==> src/rtl/number_drawer_pkg.sv <==
// Shared definitions for the number_drawer block: FSM state encoding,
// LFSR tap masks and default sizing.
package number_drawer_pkg;

  // Draw controller states
  typedef enum logic [1:0] {
    IDLE     = 2'd0,
    DRAW     = 2'd1,
    WAIT_REL = 2'd2
  } draw_state_t;

  localparam int DEFAULT_DATA_WIDTH      = 8;
  localparam int DEFAULT_MAX_NUMBER      = 90;
  localparam int DEFAULT_DEBOUNCE_CYCLES = 16;

  // x^8 + x^6 + x^5 + x^4 + 1, taps on bits 7,5,4,3 of a left-shifting register
  localparam logic [7:0] LFSR_TAPS_8 = 8'hB8;

  // Maximal-length Fibonacci tap masks for the supported widths.
  // Bit k of the mask corresponds to polynomial term x^(k+1).
  function automatic logic [31:0] lfsr_taps(input int width);
    logic [31:0] taps;
    case (width)
      3:       taps = 32'h0000_0006;  // x^3+x^2+1
      4:       taps = 32'h0000_000C;  // x^4+x^3+1
      5:       taps = 32'h0000_0014;  // x^5+x^3+1
      6:       taps = 32'h0000_0030;  // x^6+x^5+1
      7:       taps = 32'h0000_0060;  // x^7+x^6+1
      8:       taps = {24'h0, LFSR_TAPS_8};
      9:       taps = 32'h0000_0110;  // x^9+x^5+1
      10:      taps = 32'h0000_0240;  // x^10+x^7+1
      11:      taps = 32'h0000_0500;  // x^11+x^9+1
      12:      taps = 32'h0000_0829;  // x^12+x^6+x^4+x^1+1
      16:      taps = 32'h0000_D008;  // x^16+x^15+x^13+x^4+1
      default: taps = {24'h0, LFSR_TAPS_8};
    endcase
    return taps;
  endfunction

endpackage

==> src/rtl/number_drawer_if.sv <==
// Control/result bundle between the game controller (master) and the
// number drawer (slave).
interface number_drawer_if #(
  parameter int DATA_WIDTH = 8
);
  logic                  btn_next;
  logic                  new_game;
  logic [DATA_WIDTH-1:0] guessed_number;
  logic                  next_edge;
  logic [DATA_WIDTH-1:0] draw_count;
  logic                  exhausted;
  logic                  busy;

  modport master (
    output btn_next,
    output new_game,
    input  guessed_number,
    input  next_edge,
    input  draw_count,
    input  exhausted,
    input  busy
  );

  modport slave (
    input  btn_next,
    input  new_game,
    output guessed_number,
    output next_edge,
    output draw_count,
    output exhausted,
    output busy
  );
endinterface

==> src/rtl/number_drawer_btn_debounce.sv <==
// Push-button conditioner: 2-FF synchronizer followed by a stable-high
// counter. Emits a single-cycle press pulse once the synced level has been
// high for DEBOUNCE_CYCLES consecutive cycles; the counter then saturates so
// a held button produces no further pulses.
module btn_debounce #(
  parameter int DEBOUNCE_CYCLES = 16
) (
  input  logic clk,
  input  logic rstn,
  input  logic btn_raw,
  input  logic clear,
  output logic level,
  output logic press
);

  // One count beyond the accept value is the saturation (already fired) state
  localparam int CW = $clog2(DEBOUNCE_CYCLES + 1);

  logic          sync1_reg;
  logic          sync2_reg;
  logic [CW-1:0] count_reg;

  // Bring the asynchronous button into the clock domain
  always_ff @(posedge clk) begin
    if (!rstn) begin
      sync1_reg <= 1'b0;
      sync2_reg <= 1'b0;
    end else begin
      sync1_reg <= btn_raw;
      sync2_reg <= sync1_reg;
    end
  end

  // Count stable-high cycles; any low cycle or a clear restarts the count
  always_ff @(posedge clk) begin
    if (!rstn || clear || !sync2_reg) begin
      count_reg <= '0;
    end else if (count_reg != CW'(DEBOUNCE_CYCLES)) begin
      count_reg <= count_reg + 1'b1;
    end
  end

  assign level = sync2_reg;
  assign press = sync2_reg && (count_reg == CW'(DEBOUNCE_CYCLES - 1));

endmodule

==> src/rtl/number_drawer.sv <==
// Non-repeating bingo number drawer. A debounced press draws one unused
// value in 1..MAX_NUMBER, presented on guessed_number with a one-cycle
// next_edge strobe. A used-number bitmap prevents repeats until new_game.
// Build option: define NUMBER_DRAWER_SEQ_EN to take candidates from a
// sequential 1..MAX_NUMBER counter instead of the LFSR (deterministic order).
module number_drawer
  import number_drawer_pkg::*;
#(
  parameter int                    DATA_WIDTH      = DEFAULT_DATA_WIDTH,
  parameter int                    MAX_NUMBER      = DEFAULT_MAX_NUMBER,
  parameter int                    DEBOUNCE_CYCLES = DEFAULT_DEBOUNCE_CYCLES,
  parameter logic [DATA_WIDTH-1:0] LFSR_SEED       = DATA_WIDTH'('hA5)
) (
  input  logic           clk,
  input  logic           rstn,
  number_drawer_if.slave bus
);

  localparam int                    DEPTH   = 2 ** DATA_WIDTH;
  localparam logic [DATA_WIDTH-1:0] MAX_VAL = DATA_WIDTH'(MAX_NUMBER);

  draw_state_t           state_reg;
  draw_state_t           state_next;
  logic                  accept;
  logic                  press;
  logic                  btn_level;
  logic [DATA_WIDTH-1:0] candidate;
  logic                  cand_ok;
  logic [DEPTH-1:0]      used_reg;
  logic [DEPTH-1:0]      used_set;
  logic [DATA_WIDTH-1:0] guessed_number_reg;
  logic                  next_edge_reg;
  logic [DATA_WIDTH-1:0] draw_count_reg;
  logic                  exhausted_int;

  btn_debounce #(
    .DEBOUNCE_CYCLES(DEBOUNCE_CYCLES)
  ) u_btn_debounce (
    .clk    (clk),
    .rstn   (rstn),
    .btn_raw(bus.btn_next),
    .clear  (bus.new_game),
    .level  (btn_level),
    .press  (press)
  );

`ifdef NUMBER_DRAWER_SEQ_EN
  logic [DATA_WIDTH-1:0] seq_reg;

  // Sequential candidate: walks 1..MAX_NUMBER only while drawing
  always_ff @(posedge clk) begin
    if (!rstn) begin
      seq_reg <= DATA_WIDTH'(1);
    end else if (state_reg == DRAW) begin
      seq_reg <= (seq_reg == MAX_VAL) ? DATA_WIDTH'(1) : seq_reg + 1'b1;
    end
  end

  assign candidate = seq_reg;
`else
  localparam logic [DATA_WIDTH-1:0] TAP_MASK = DATA_WIDTH'(lfsr_taps(DATA_WIDTH));

  logic [DATA_WIDTH-1:0] lfsr_reg;

  // Free-running Fibonacci LFSR; a non-zero seed keeps it off the zero state
  always_ff @(posedge clk) begin
    if (!rstn) begin
      lfsr_reg <= LFSR_SEED;
    end else begin
      lfsr_reg <= {lfsr_reg[DATA_WIDTH-2:0], ^(lfsr_reg & TAP_MASK)};
    end
  end

  assign candidate = lfsr_reg;
`endif

  assign cand_ok = (candidate != '0) && (candidate <= MAX_VAL) && !used_reg[candidate];

  // Per-value set strobes for the used bitmap
  genvar gi;
  generate
    for (gi = 0; gi < DEPTH; gi++) begin : g_used_set
      assign used_set[gi] = accept && (candidate == DATA_WIDTH'(gi));
    end
  endgenerate

  // Used-number bitmap; cleared as a whole on new_game
  always_ff @(posedge clk) begin
    if (!rstn || bus.new_game) begin
      used_reg <= '0;
    end else begin
      used_reg <= used_reg | used_set;
    end
  end

  // FSM state register
  always_ff @(posedge clk) begin
    if (!rstn) begin
      state_reg <= IDLE;
    end else begin
      state_reg <= state_next;
    end
  end

  // Next-state and accept decode; new_game overrides any press or accept
  always_comb begin
    state_next = state_reg;
    accept     = 1'b0;
    if (bus.new_game) begin
      state_next = IDLE;
    end else begin
      unique case (state_reg)
        IDLE: begin
          if (press) begin
            state_next = exhausted_int ? WAIT_REL : DRAW;
          end
        end
        DRAW: begin
          if (cand_ok) begin
            accept     = 1'b1;
            state_next = WAIT_REL;
          end
        end
        WAIT_REL: begin
          if (!btn_level) begin
            state_next = IDLE;
          end
        end
        default: state_next = IDLE;
      endcase
    end
  end

  // Drawn value and its strobe, aligned on the cycle after the accept
  always_ff @(posedge clk) begin
    if (!rstn) begin
      guessed_number_reg <= '0;
      next_edge_reg      <= 1'b0;
    end else begin
      next_edge_reg <= accept;
      if (accept) begin
        guessed_number_reg <= candidate;
      end
    end
  end

  // Draw counter; cannot pass MAX_NUMBER since DRAW is only entered when not exhausted
  always_ff @(posedge clk) begin
    if (!rstn || bus.new_game) begin
      draw_count_reg <= '0;
    end else if (accept) begin
      draw_count_reg <= draw_count_reg + 1'b1;
    end
  end

  assign exhausted_int      = (draw_count_reg == MAX_VAL);
  assign bus.guessed_number = guessed_number_reg;
  assign bus.next_edge      = next_edge_reg;
  assign bus.draw_count     = draw_count_reg;
  assign bus.exhausted      = exhausted_int;
  assign bus.busy           = (state_reg == DRAW);

endmodule

==> src/flat_wrapper.sv <==
// flat-port wrapper written by rule: the top's interface ports become plain ports
module number_drawer_flat import number_drawer_pkg::*;
#(
  parameter int                    DATA_WIDTH      = DEFAULT_DATA_WIDTH,
  parameter int                    MAX_NUMBER      = DEFAULT_MAX_NUMBER,
  parameter int                    DEBOUNCE_CYCLES = DEFAULT_DEBOUNCE_CYCLES,
  parameter logic [DATA_WIDTH-1:0] LFSR_SEED       = DATA_WIDTH'('hA5)
)
  (clk, rstn, bus_btn_next, bus_new_game, bus_guessed_number, bus_next_edge, bus_draw_count, bus_exhausted, bus_busy);
  number_drawer_if #(.DATA_WIDTH(DATA_WIDTH)) bus_i ();
  input  logic clk;
  input  logic rstn;
  input wire logic [$bits(bus_i.btn_next)-1:0] bus_btn_next;
  input wire logic [$bits(bus_i.new_game)-1:0] bus_new_game;
  output wire logic [$bits(bus_i.guessed_number)-1:0] bus_guessed_number;
  output wire logic [$bits(bus_i.next_edge)-1:0] bus_next_edge;
  output wire logic [$bits(bus_i.draw_count)-1:0] bus_draw_count;
  output wire logic [$bits(bus_i.exhausted)-1:0] bus_exhausted;
  output wire logic [$bits(bus_i.busy)-1:0] bus_busy;
  assign bus_i.btn_next = bus_btn_next;
  assign bus_i.new_game = bus_new_game;
  assign bus_guessed_number = bus_i.guessed_number;
  assign bus_next_edge = bus_i.next_edge;
  assign bus_draw_count = bus_i.draw_count;
  assign bus_exhausted = bus_i.exhausted;
  assign bus_busy = bus_i.busy;
  number_drawer #(.DATA_WIDTH(DATA_WIDTH), .MAX_NUMBER(MAX_NUMBER), .DEBOUNCE_CYCLES(DEBOUNCE_CYCLES), .LFSR_SEED(LFSR_SEED)) u_core (.clk(clk), .rstn(rstn), .bus(bus_i));
endmodule
==> config.mk <==
export PLATFORM = sky130hd
export DESIGN_NAME = number_drawer_flat
export DESIGN_NICKNAME = d
export VERILOG_FILES = /design/src/rtl/number_drawer_pkg.sv /design/src/rtl/number_drawer_if.sv /design/src/rtl/number_drawer_btn_debounce.sv /design/src/rtl/number_drawer.sv /design/src/flat_wrapper.sv
export SDC_FILE = /design/constraint.sdc
export NUM_CORES = 1
export LEC_CHECK = 0
export CAP_MARGIN = 20
export CORE_UTILIZATION = 62
export DETAILED_ROUTE_END_ITERATION = 16
export PLACE_DENSITY = 0.8
export SYNTH_ARGS = -nofsm -noshare
export SYNTH_HDL_FRONTEND = slang
export SYNTH_SLANG_ARGS = --single-unit
==> constraint.sdc <==
create_clock -name clk -period 7.9 [get_ports clk]
set_input_delay 1.185 -clock clk [delete_from_list [all_inputs] [get_ports clk]]
set_output_delay 1.185 -clock clk [all_outputs]
set_load 0.03 [all_outputs]
# After elaboration in Yosys (flattened, before gate mapping)
# Cells that the tools add are included.
[word_totals] register_bits=290 in_bits=4 out_inout_bits=19 word_cells=558
[op_classes] addsub=2 magnitude_cmp=2 n_eq_ne=263 muxes=10 n_bitwise=2 n_reduce_logical=270
[op_table] operator="$eq A8 B8 Y1 const B" n=128
[op_table] operator="$eq A8 B7 Y1 const B" n=65
[op_table] operator="$logic_and A1 B1 Y1" n=259
[op_table] operator="$eq A8 B6 Y1 const B" n=32
[op_table] operator="$or A256 B256 Y256" n=1
[op_table] operator="$eq A8 B5 Y1 const B" n=16
[op_table] operator="$eq A8 B4 Y1 const B" n=8
[op_table] operator="$eq A8 B3 Y1 const B" n=4
[op_table] operator="$eq A8 B2 Y1 const B" n=2
[op_table] operator="$lt A8 B9 Y1 const B" n=1
[op_table] operator="$add A8 B1 Y8 const B" n=1
[op_table] operator="$bmux W1 S8" n=1
[op_table] operator="$eq A8 B1 Y1 const B" n=1
[op_table] operator="$le A8 B7 Y1 const B" n=1
[op_table] operator="$logic_not A8 Y1" n=1
[op_table] operator="$mux W2" n=4
[op_table] operator="$reduce_bool A8 Y1" n=1
[op_table] operator="$reduce_xor A8 Y1" n=1
[op_table] operator="$pmux W2 S3" n=1
[op_table] operator="$add A5 B1 Y5 const B" n=1
[op_table] operator="$eq A5 B4 Y1 const B" n=1
[op_table] operator="$ne A5 B5 Y1 const B" n=1
[op_table] operator="$mux W1" n=4
[op_table] operator="$ne A2 B1 Y1 const B" n=2
[op_table] operator="other kinds (9)" n=12

# Longest topological paths before layout
[logic_depth] ltp_word=9 depth_mapped=14 depth_no_buf=9

# Hierarchy
# From an unflattened synthesis, not the netlist that was laid out.
[unflattened] hier_cells=602 hier_area_um2=6827.8
[by_module_without_submodules] mod="number_drawer" n_inst=1 cells_each=571 area_each_um2=6517.5 seq_area_each_um2=3103.0
[by_module_without_submodules] mod="btn_debounce" n_inst=1 cells_each=31 area_each_um2=310.3 seq_area_each_um2=140.1

# Least setup slack after synthesis
# No wires, ideal clock.
[synth_path] kind="reg-to-output" start="register u_core.draw_count_reg[1], in the netlist u_core.bus.draw_count[1]" end="output bus_exhausted" arrival_ns=1.912 required_time_ns=6.715 setup_slack_ns=4.803 stages_incl_launch_ff=4 path_buffers=0 cell_sequence="dfxtp_1 ha_1 nand4_1 nor4_1"
[synth_via] elab_chain_cells=1
[synth_lines] item="start, declared" line="number_drawer.sv:33" text="logic [DATA_WIDTH-1:0] draw_count_reg;"
[synth_lines] item="start signal, assigned" line="number_drawer.sv:152" text="draw_count_reg <= draw_count_reg + 1'b1;"
[synth_lines] item="$eq A8 B7 Y1" line="number_drawer.sv:156" text="assign exhausted_int = (draw_count_reg == MAX_VAL);"
[synth_lines] item="end, declared" line="flat_wrapper.sv:18" text="output wire logic [$bits(bus_i.exhausted)-1:0] bus_exhausted;"
# Every way passes these cells.

# Worst setup path in the final report
[layout_path] start="register u_core.lfsr_reg[1], in the netlist u_core.candidate[1]" end="register u_core.used_reg[52]"
[layout_via] elab_chain_cells=9 word_cells_on_any_way=13
[layout_lines] item="start, declared" line="number_drawer.sv:63" text="logic [DATA_WIDTH-1:0] lfsr_reg;"
[layout_lines] item="start signal, assigned" line="number_drawer.sv:70" text="lfsr_reg <= {lfsr_reg[DATA_WIDTH-2:0], ^(lfsr_reg & TAP_MASK)};"
[layout_lines] item="$bmux W1 S8" line="number_drawer.sv:77" text="assign cand_ok = (candidate != '0) && (candidate <= MAX_VAL) && !used_reg[candidate];"
[layout_lines] item="$mux W1 (implied by the code)" line="number_drawer.sv:77"
[layout_lines] item="$logic_not A1 Y1" line="number_drawer.sv:77"
[layout_lines] item="$logic_and A1 B1 Y1" line="number_drawer.sv:77"
[layout_lines] item="$mux W1" line="number_drawer.sv:119" text="if (cand_ok) begin"
[layout_lines] item="$mux W1" line="number_drawer.sv:112" text="unique case (state_reg)"
[layout_lines] item="$mux W1" line="number_drawer.sv:109" text="if (bus.new_game) begin"
[layout_lines] item="$logic_and A1 B1 Y1 (*)" line="number_drawer.sv:83" text="assign used_set[gi] = accept && (candidate == DATA_WIDTH'(gi));"
[layout_lines] item="$or A256 B256 Y256 (*)" line="number_drawer.sv:92" text="used_reg <= used_reg | used_set;"
[layout_lines] item="end signal, assigned" line="number_drawer.sv:92"
[layout_lines] item="end, declared" line="number_drawer.sv:29" text="logic [DEPTH-1:0] used_reg;"
# Mark *: on every way between the ends. The rest lies on a longest branch, timed or not. The select of a mux whose other input is x is not followed.
# A chain may end at the register's enable or synchronous reset.

==> results by group <==
Run status
  • Status: complete, no violations

Timing
  • Slew headroom: 37.68%
  • Setup Skew: 0.01151 ns
  • Setup TNS: 0 ns
  • Setup ws final: 3.133 ns
  • Worst-Margin Slew: 0.9336 ns
  • Period utilization: 60.34%
  • Post-layout minimum cycle time: 4.767 ns
  • Final max-slew violation count: 0
  • Max Clock Freq: 209.8 MHz
  • RSZ-0062 raised after global routing: false
  • # setup viols final: 0
  • Final Hold Fails: 0

Final layout
  • Max FFs per register: 128
  • Final Util: 70.54%
  • Layout cells sized above 1: 10.39%
  • Nets: 635
  • Area Overhead vs Synth: 10.91%
  • Diode count: 0

Clock tree
  • Root Driver: clkbuf_8
  • Total CTS buffers: 17
  • Worst-Skew Late Latency: 0.54 ns
  • Postcts setup bufs: 0
  • Cts repair resizes: 0
  • CTS tree: done
  • Hold Buf Count CTS: 0
  • H-Tree Depth: 4
  • CTS sink cnt: 162
  • CTS clk-pin slew, worst paths: 0.06 ns
  • CTS max path bufs: 2

Routing
  • Vias: 5,353
  • WL final: 16,120 µm
  • Antenna Nets Post-Route: 0
  • DR iter-0 viols: 645
  • Drt first pass iters: 5
  • DR vias/cell: 6.907
  • Residual DRC: 0
  • Drt wl/cell: 20.80 µm

Global route
  • Grt ovf: 0
  • Vias in the first global route: 5,041
  • Initial antenna violation count: 0
  • Gr usage total: 29.34%
  • Largest net degree at the start of global routing: 129
  • First-pass GRT wire length: 25,750 µm

Synth
  • Synth Warn #: 0
  • Synth area leader: dfxtp_1
  • Syn Inst Count: 635
  • Top post-synthesis cells by count: dfxtp_1, a32o_1, nand2_1
  • Post-Syn Area: 6895 µm²
  • Sequential share of the synthesized area: 47.03%
  • Syn avg cell area: 10.86 µm²
  • Top post-synthesis cells by area: dfxtp_1, a32o_1, mux2i_1
  • Top-area cell type share of the netlist area: 47.03%
  • Synthesized net count: 648
  • Number of synthesized flops with an enable pin: 0
  • Most frequent cell after synthesis: dfxtp_1
  • Synth Register Bits: 162
  • Synth async-reset ratio: 0%
  • Main synth FF type: dfxtp_1
  • Synth cell types: 46

Flow run
  • # Max-Cap Violations: 0

Floorplanning
  • Initial Utilization: 63.61%
  • Die ar.: 11,550 µm²
  • Die Ht: 107.5 µm
  • Core box area: 10,840 µm²
  • Chip width: 107.5 µm
  • Ports: 23
  • FP Rows: 38

Worst setup path
  • WS Path Type: flip-flop to flip-flop
  • Slowest CP cell: dfxtp_2
  • CP required: 8.38 ns
  • R2R setup slack: 3.13 ns
  • WP buf/inv: 3
  • Delay-heaviest family, CP: buffers and inverters
  • Worst stage delay on the critical path: 0.87 ns
  • Startpoint type of the worst setup path: flip-flop
  • Critical Path AT: 5.24 ns
  • Critical path, cell by cell: buf_4, mux4_2, mux4_2, o22ai_1, o41a_2, nand4_4, nor2_4, buf_4, buf_16, a32o_1
  • Top fanout value on the critical path: 71
  • Critical Path End Type: flip-flop

Placement
  • Pre-CTS setup slack: 3.016 ns
  • Dpl hpwl: 10,060 µm
  • Port bufs: 22
  • GP Congestion: 0.8789

Min path
  • Hold Crit Class: flip-flop to flip-flop

Power
  • LEAKAGE: 0.002613 µW
  • Worst IR drop on VDD: 0.0002385 V
  • Pwr dens: 225.6 nW/µm²
-- power breakdown --
group	internal [µW]	total, µW	switching, µW
Clock	434	761	328
Sequential	821	845	23.4
Combinational	43.4	119	75.4
-- layout make-up --
class,instances,area (µm²)
fillers,802,3193
clock buffers,20,445.4
inverters,14,52.55
multi-input cells,395,3283
repair buffers,32,339.1
flip-flops and latches,162,3244
well taps,140,175.2
clock inverters,12,107.6
-- cells by family (layout without fill, tap and decap cells) --
| kind of cell | count (synthesis) | count (layout) | share of synthesized area, % |
|---|---|---|---|
| compound gates | 162 | 162 | 21.65 |
| flops | 162 | 162 | 47.03 |
| simple gates | 157 | 157 | 11.18 |
| buf+inv | 78 | 78 | 5.534 |
| mux | 63 | 63 | 12.47 |
| fa+ha+maj | 9 | 9 | 1.633 |
| xor+xnor | 4 | 4 | 0.5082 |
-- placed cells by master (no fill, tap or decap), drive strengths merged, types with 2 or more instances in the layout --
master,synthesis,final
mux2i,44,44
or3b,2,2
nor4,2,2
a22oi,10,10
nor2,37,37
inv,14,15
a22o,2,2
nand3,13,13
o31ai,4,4
xor2,2,2
a32o,122,122
nand2,50,50
o22ai,3,3
dfxtp,162,162
o21ai,2,2
nor2b,8,8
nand4,4,4
clkinvlp,0,6
or4,4,4
mux4,18,18
a21oi,12,12
clkbuf,39,20
ha,9,9
clkdlybuf4s50,0,22
nand2b,9,9
nor3b,2,2
nor3,11,11
a31oi,2,2
clkinv,0,4
and2,10,10
buf,25,10
or3,2,2
xnor2,2,2
-- tightest hold or removal path, stage by stage (launching register included) --
cell     delay [ns]
dfxtp_1        0.31
nand2_1        0.05
nor2_1         0.03
-- per-stage QoR --
stage               total power (µW)  std cells  hold slack (ns)  instance area, µm²
finish                          1725        775           0.4310                7647
floorplan                      951.9        635           0.4119                6895
CTS                             1731        772           0.4351                7581
global placement               974.0        740           0.4181                7028
global route                    1778        775           0.4739                7647
detailed placement             975.4        740           0.4251                7028
-- final timing paths --
check / startpoint / to / cells after the start
worst min register to register: u_core.bus.guessed_number[7] / u_core.bus.guessed_number[7] / 2
worst max-delay path: u_core.candidate[1] / u_core.used_reg[52] / 10
worst max register to register: u_core.candidate[1] / u_core.used_reg[52] / 10
worst min-delay path: u_core.bus.guessed_number[7] / u_core.bus.guessed_number[7] / 2
-- routing by layer --
metal | up-vias | share of wire (%) | routed length, µm | track usage [%]
li1 | 2444 | - | - | -
met3 | 36 | 7.5 | 1214 | 8.596
met5 | - | 0 | 0 | 0
met1 | 2619 | 43 | 6877 | 37.98
met4 | 0 | 2.3 | 374 | 12.13
met2 | 254 | 47 | 7652 | 45.85
(Power assumes the default switching activity.)
